[src/rtl/serial_adder_pkg.sv]
// -----------------------------------------------------------------------------
// serial_adder_pkg
// Definitions shared by the bit-serial adder:
//   - DEFAULT_WIDTH : default operand/result width in bits
//   - state_t       : control FSM states (IDLE, SHIFT, DONE)
// -----------------------------------------------------------------------------
package serial_adder_pkg;

  localparam int DEFAULT_WIDTH = 8;

  typedef enum logic [1:0] {
    IDLE  = 2'd0,
    SHIFT = 2'd1,
    DONE  = 2'd2
  } state_t;

endpackage : serial_adder_pkg

[src/rtl/serial_adder_full_adder_cell.sv]
// -----------------------------------------------------------------------------
// full_adder_cell
// Combinational one-bit full adder. This is the bit-slice used by serial_adder.
// Ports:
//   x, y : operand bits
//   ci   : carry in
//   s    : sum bit   (x ^ y ^ ci)
//   co   : carry out (majority of x, y, ci)
// -----------------------------------------------------------------------------
module full_adder_cell (
  input  logic x,
  input  logic y,
  input  logic ci,
  output logic s,
  output logic co
);

  assign s  = x ^ y ^ ci;
  assign co = (x & y) | (x & ci) | (y & ci);

endmodule : full_adder_cell

[src/rtl/serial_adder.sv]
// -----------------------------------------------------------------------------
// serial_adder
// Bit-serial adder: one bit of a+b+cin is produced per clock, LSB first,
// through a single full_adder_cell. A result takes WIDTH SHIFT cycles.
//
// Parameters:
//   WIDTH : operand/result width, 2..32
//
// Ports:
//   clk   : clock, all state changes on the rising edge
//   rst_n : synchronous active-low reset
//   start : begin an operation (sampled only in IDLE or DONE)
//   a, b  : operands, captured on an accepted start
//   cin   : carry in, captured on an accepted start
//   sub   : (only with SERIAL_ADDER_SUB_EN) 1 = compute a-b, cin ignored
//   busy  : high while shifting
//   done  : one-cycle pulse, sum/cout valid
//   sum   : result register, holds its value until the next accepted start
//   cout  : final carry out (in subtract mode, 1 = no borrow)
//
// Build option:
//   SERIAL_ADDER_SUB_EN : when defined, adds the sub input and subtract mode.
// -----------------------------------------------------------------------------
module serial_adder
  import serial_adder_pkg::*;
#(
  parameter int WIDTH = DEFAULT_WIDTH
) (
  input  logic             clk,
  input  logic             rst_n,
  input  logic             start,
  input  logic [WIDTH-1:0] a,
  input  logic [WIDTH-1:0] b,
  input  logic             cin,
`ifdef SERIAL_ADDER_SUB_EN
  input  logic             sub,
`endif
  output logic             busy,
  output logic             done,
  output logic [WIDTH-1:0] sum,
  output logic             cout
);

  // Wide enough to hold WIDTH itself, so the count never wraps mid-operation.
  localparam int CW = $clog2(WIDTH + 1);

  state_t           state;
  state_t           state_nxt;
  logic             accept;

  logic [WIDTH-1:0] a_sr;
  logic [WIDTH-1:0] b_sr;
  logic             carry;
  logic [CW-1:0]    cnt;
  logic             last_bit;

  logic [WIDTH-1:0] b_load;
  logic             carry_load;

  logic             fa_s;
  logic             fa_co;

  // ---------------------------------------------------------------------------
  // Operand preparation. Subtraction is a + ~b + 1, so it reuses the adder
  // datapath unchanged; the final carry is then the "no borrow" flag.
  // ---------------------------------------------------------------------------
`ifdef SERIAL_ADDER_SUB_EN
  assign b_load     = sub ? ~b : b;
  assign carry_load = sub ? 1'b1 : cin;
`else
  assign b_load     = b;
  assign carry_load = cin;
`endif

  full_adder_cell u_fa (
    .x  (a_sr[0]),
    .y  (b_sr[0]),
    .ci (carry),
    .s  (fa_s),
    .co (fa_co)
  );

  // The counter still shows WIDTH-1 during the final SHIFT cycle.
  assign last_bit = (cnt == CW'(WIDTH - 1));

  // ---------------------------------------------------------------------------
  // Next-state logic
  // ---------------------------------------------------------------------------
  always_comb begin
    // NOTE: every output of this block gets a default first; any path that
    // left one unassigned would infer a latch.
    state_nxt = state;
    accept    = 1'b0;
    case (state)
      IDLE, DONE: begin
        if (start) begin
          accept    = 1'b1;
          state_nxt = SHIFT;
        end else begin
          state_nxt = IDLE;
        end
      end
      SHIFT: begin
        // start is deliberately not looked at here
        if (last_bit) state_nxt = DONE;
      end
      default: state_nxt = IDLE;
    endcase
  end

  assign busy = (state == SHIFT);
  assign done = (state == DONE);

  // ---------------------------------------------------------------------------
  // State and datapath registers
  // ---------------------------------------------------------------------------
  always_ff @(posedge clk) begin
    // NOTE: non-blocking assignments throughout, so every register samples the
    // values from before this edge regardless of statement order.
    if (!rst_n) begin
      state <= IDLE;
      a_sr  <= '0;
      b_sr  <= '0;
      carry <= 1'b0;
      cnt   <= '0;
      sum   <= '0;
      cout  <= 1'b0;
    end else begin
      state <= state_nxt;
      if (accept) begin
        a_sr  <= a;
        b_sr  <= b_load;
        carry <= carry_load;
        cnt   <= '0;
      end else if (state == SHIFT) begin
        a_sr  <= {1'b0, a_sr[WIDTH-1:1]};
        b_sr  <= {1'b0, b_sr[WIDTH-1:1]};
        // Sum bits enter at the MSB; after WIDTH shifts bit 0 sits at sum[0].
        sum   <= {fa_s, sum[WIDTH-1:1]};
        carry <= fa_co;
        // Only the value written on the last shift matters.
        cout  <= fa_co;
        cnt   <= cnt + CW'(1);
      end
    end
  end

endmodule : serial_adder

[config.mk]
export PLATFORM = sky130hd
export DESIGN_NAME = serial_adder
export DESIGN_NICKNAME = d
export VERILOG_FILES = /design/src/rtl/serial_adder_pkg.sv /design/src/rtl/serial_adder_full_adder_cell.sv /design/src/rtl/serial_adder.sv
export SDC_FILE = /design/constraint.sdc
export NUM_CORES = 1
export LEC_CHECK = 0
export CAP_MARGIN = 20
export CORE_MARGIN = 2
export CORE_UTILIZATION = 45
export DETAILED_ROUTE_END_ITERATION = 7
export PLACE_DENSITY = 0.76
export SLEW_MARGIN = 10
export SYNTH_ARGS = -nofsm -noshare
export SYNTH_HDL_FRONTEND = slang
export SYNTH_SLANG_ARGS = --single-unit
[constraint.sdc]
create_clock -name clk -period 1.21 [get_ports clk]
set_input_delay 0.242 -clock clk [delete_from_list [all_inputs] [get_ports clk]]
set_output_delay 0.242 -clock clk [all_outputs]
set_load 0.1 [all_outputs]
==> results, run 1 <==
- The data arrival at the endpoint of the critical path is 1.11 ns.
- Hold repair after CTS inserted 0 buffers.
- On the worst path, the slowest cell contributes a delay of 0.38 ns.
- The final critical path takes up 112% of the cycle.
- The total buffers and inverters traversed by the critical path is 1.
- The async set-or-reset flop fraction in the synthesized netlist is 0%.
- The number of setup violations in the final report is 3.
- The number of placed I/O pins is 31.
- Setup slack on the worst reg-to-reg path comes out at -0.05 ns.
- The slowest stage of the critical path is the sky130_fd_sc_hd__dfxtp_4 cell.
- The max-slew headroom at the worst pin is 85.1%.
- The number of cells after detailed placement is 211.
- The area used by multi-input combinational logic is 708 um^2.
- The checks that failed: negative setup slack.
- The worst hold slack across all endpoints is 0.482 ns.
- Summed over all layers, the routed wires come to 3450 um.
- The region available for standard cell placement spans 0.00276 mm^2.
- Row generation in the floorplan step produced 19 rows.
- The signal on the critical path passes through and2b_2, buf_12.
- In this run, the number of DRC markers left after iteration 0 of detailed routing was 39.
- The path class of the tightest hold or removal check is reg2reg.
- The number of detailed-routing iterations run before antenna repair is 4.
- Net switching is 28.2% of the power.
- The final count of pins violating max slew was 0.
- The detail-routed net length per standard cell is 15.4 um.
- Counting flops and latches in the post-synthesis netlist gives 32.
- STA classifies the critical path startpoint as a register.
- Yosys mapped a number of flops with a built-in enable equal to 0.
- The sequential fraction of the synthesis area is 48.6%.
- The post-CTS clock slew at the launch and capture registers of the worst setup and hold paths is 0.10 ns.
- The final hold violation count was 0.
- For this run, the share of the core covered by cells in the final layout is 76.0%.
- The number of distinct library cells after synthesis is 31.
- The maximum achievable frequency is 0.738 GHz.
- The layout cell share with drive strength beyond 1 is 35.8%.
- In the synthesized netlist the dominant register cell turns out to be sky130_fd_sc_hd__dfxtp_1.
- For this run the aggregate overflow at the end of global routing stands at 0.
- The sequential cell area is 657 um^2.
- The number of global-route vias before repair is 1,223.
- The H-tree depth reported by CTS is 2.
- The shortest clock period the worst path allows after layout is 1.36 ns.
- STA puts the critical path data required time at 0.97 ns.
- The cell area after synthesis is 0.00132 mm^2.
- The clock buffer count from CTS is 5.
- The clock arrives with 0.00911 ns of skew.
- The critical path in this run is classified as reg2out.
- The minimum setup slack in the final design is -0.146 ns.
- The areal power density over the cells is 1140 mW/mm^2.
- The clock network fraction of total power is 28.7%.
- The height of the die is 58.1 um.
- Routability-driven placement finished with a final weighted congestion of 0.754.
- The number of buffers on the longest clock path is 2.
- The pin slew with the least headroom to its limit is 0.222 ns.
- The area growth from synthesis to layout is 59.1%.
- The area enclosed by the die boundary is 0.00338 mm^2.
- For the final routed database, the setup TNS stands at -0.281 ns.
- The number of inserted filler cells in the final layout is 182.
- The Yosys step of the flow raised 0 warnings.
- The tree is rooted in a sky130_fd_sc_hd__clkbuf_4.
- The total power after layout is 2.40 mW.
- The reported leakage power is 0.787 nW.
- The kind of end point of the critical path is an output pin.
- The routed layout has 1,292 vias.
- The switching power total is 0.676 mW.
- A synthesized cell averages 8.90 um^2.
- The clock net in this run drives a total of 32 sinks.
- Once layout is complete, the cells apart from fillers number 224.
- The number of vias per cell after detailed routing is 5.77.
- The initial antenna violation count was 0.
- Setup repair after global routing could not meet its margin everywhere.
- The post-synthesis instance total is 148.
- After the last flow step, the layout net total stands at 215.
- For the worst-skew pair, the clock arrives at the later sink with an insertion delay of 0.33 ns.
- The first global-routing pass estimated 5090 um of wire.
- The post-route DRC violation count is 0.
- Internal power comes to 1.72 mW.
- The number of buffers added on ports is 30.
- Global routing used 20.4% of the available tracks across all layers.
- The diode insertion count for antenna repair is 0.
- The flow ran to the end, but the final reports show violations.
- The number of max-capacitance violations reported is 0.
- The count of antenna-violating nets left after detailed routing is 0.
- The family with the most delay on the worst path is flip-flops.
- Entering global routing, the biggest net connects 27 pins.
- The total nets after synthesis is 170.
- The worst vdd rail ir drop is 0.00111 V.
- The CTS tree is done.
- For this configuration, the core starts out at a cell density of 47.8%.
- The die is 58.1 um wide.
- The final HPWL from detailed placement is 2080 um.
- The fraction of power consumed by sequential logic is 48.9%.
- In this run, the combinational gates consume 22.4% of the power.
- The peak fanout along the critical path is 4.
==> placed cells by master (no fill, tap or decap), drive strengths merged, types with 3 or more instances in the layout <==
cell,n
dfxtp,32
clkbuf,8
nor3,11
o221ai,10
clkdlybuf4s50,19
a31oi,3
a21boi,11
buf,29
o21ai,3
a21oi,4
nor2,13
nand3,5
nand2,28
==> synthesized netlist by cell type (2+ instances only) <==
cell type	n	share of area, %
sky130_fd_sc_hd__dfxtp_1	32	49
sky130_fd_sc_hd__nand2_1	28	8.0
sky130_fd_sc_hd__nor2_1	13	3.7
sky130_fd_sc_hd__nor3_1	11	4.2
sky130_fd_sc_hd__o221ai_1	10	6.6
sky130_fd_sc_hd__a21boi_0	9	5.1
sky130_fd_sc_hd__nand3_1	5	1.9
sky130_fd_sc_hd__a21oi_1	4	1.5
sky130_fd_sc_hd__buf_2	4	1.5
sky130_fd_sc_hd__a31oi_1	3	1.4
sky130_fd_sc_hd__buf_6	3	2.6
sky130_fd_sc_hd__o21ai_0	3	1.1
sky130_fd_sc_hd__a21boi_1	2	1.1
sky130_fd_sc_hd__a22oi_1	2	1.1
sky130_fd_sc_hd__buf_4	2	1.1
sky130_fd_sc_hd__nor2b_1	2	0.95
==> metrics by stage <==
step | worst slack (ns) | cell area (um^2)
floorplan | 0.0299 | 1330
detailed placement | -0.213 | 1820
global placement | -0.184 | 1820
CTS | -0.163 | 1940
global route | -0.187 | 2100
finish | -0.146 | 2100
==> final cells by class <==
type | instances | share of cell area [%]
clock buffers | 7 | 3.10
well taps | 31 | 1.85
flip-flops and latches | 32 | 31.3
repair buffers | 49 | 29.3
inverters | 2 | 0.597
multi-input cells | 103 | 33.8
==> state kept, by name (all words and copies together) (netlist names) <==
signal,count
a_sr,8
b_sr,8
carry,1
cnt,4
cout,1
state,2
sum,8
==> logic make-up after synthesis <==
group           synth area share [%]
compound gates                  18.7
xor+xnor                        1.33
fa+ha+maj                       2.47
buf+inv                         6.65
flops                           48.6
mux                            0.760
simple gates                    21.5
==> path summary, 6_finish.rpt <==
check                start       to  cells after the start
setup / recovery  state[0]     done                      2
hold / removal     a_sr[7]  a_sr[7]                      2
setup reg to reg  state[0]  b_sr[6]                      5
hold reg to reg    a_sr[7]  a_sr[7]                      2
==> power groups by stage <==
stage                     registers [mW]  logic (mW)  clock network [mW]
after floorplan                     1.20       0.223                   0
after global placement              1.18       0.409                   0
after detailed placement            1.18       0.422                   0
after CTS                           1.16       0.444               0.707
after global routing                1.18       0.572               0.740
final                               1.17       0.537               0.687
==> what timing repair did <==
| item | in CTS | in global routing |
|---|---|---|
| endpoints found under the hold margin | 0 | 0 |
| resized for setup | 9 | 24 |
| endpoints found under the setup margin | 2 | 15 |
| pin swaps | 0 | 2 |
| buffers inserted | 2 | 3 |
| gates cloned | 0 | 1 |
==> metal layers <==
metal | track usage (%) | vias to the layer above | share of wire (%)
met5 | 0 | - | 0
met4 | 11.6 | 0 | 3.6
met3 | 7.14 | 14 | 6.0
met2 | 34.3 | 52 | 51
met1 | 22.4 | 620 | 39
li1 | - | 606 | -
==> worst reg2reg max path, cell delays in order, from the launching register on <==
cell	delay, ns
sky130_fd_sc_hd__dfxtp_4	0.37
sky130_fd_sc_hd__buf_4	0.14
sky130_fd_sc_hd__nand2b_4	0.16
sky130_fd_sc_hd__clkbuf_16	0.17
sky130_fd_sc_hd__o21ai_0	0.21
sky130_fd_sc_hd__a31oi_1	0.09
Power figures use the tool's default switching activity.
==> inputs of run 2 (changes only) <==
Settings changed: CTS_CLUSTER_SIZE set to 10.
==> results of run 2 <==
The final DEF is identical to that of run 1; final timing and power are the same.
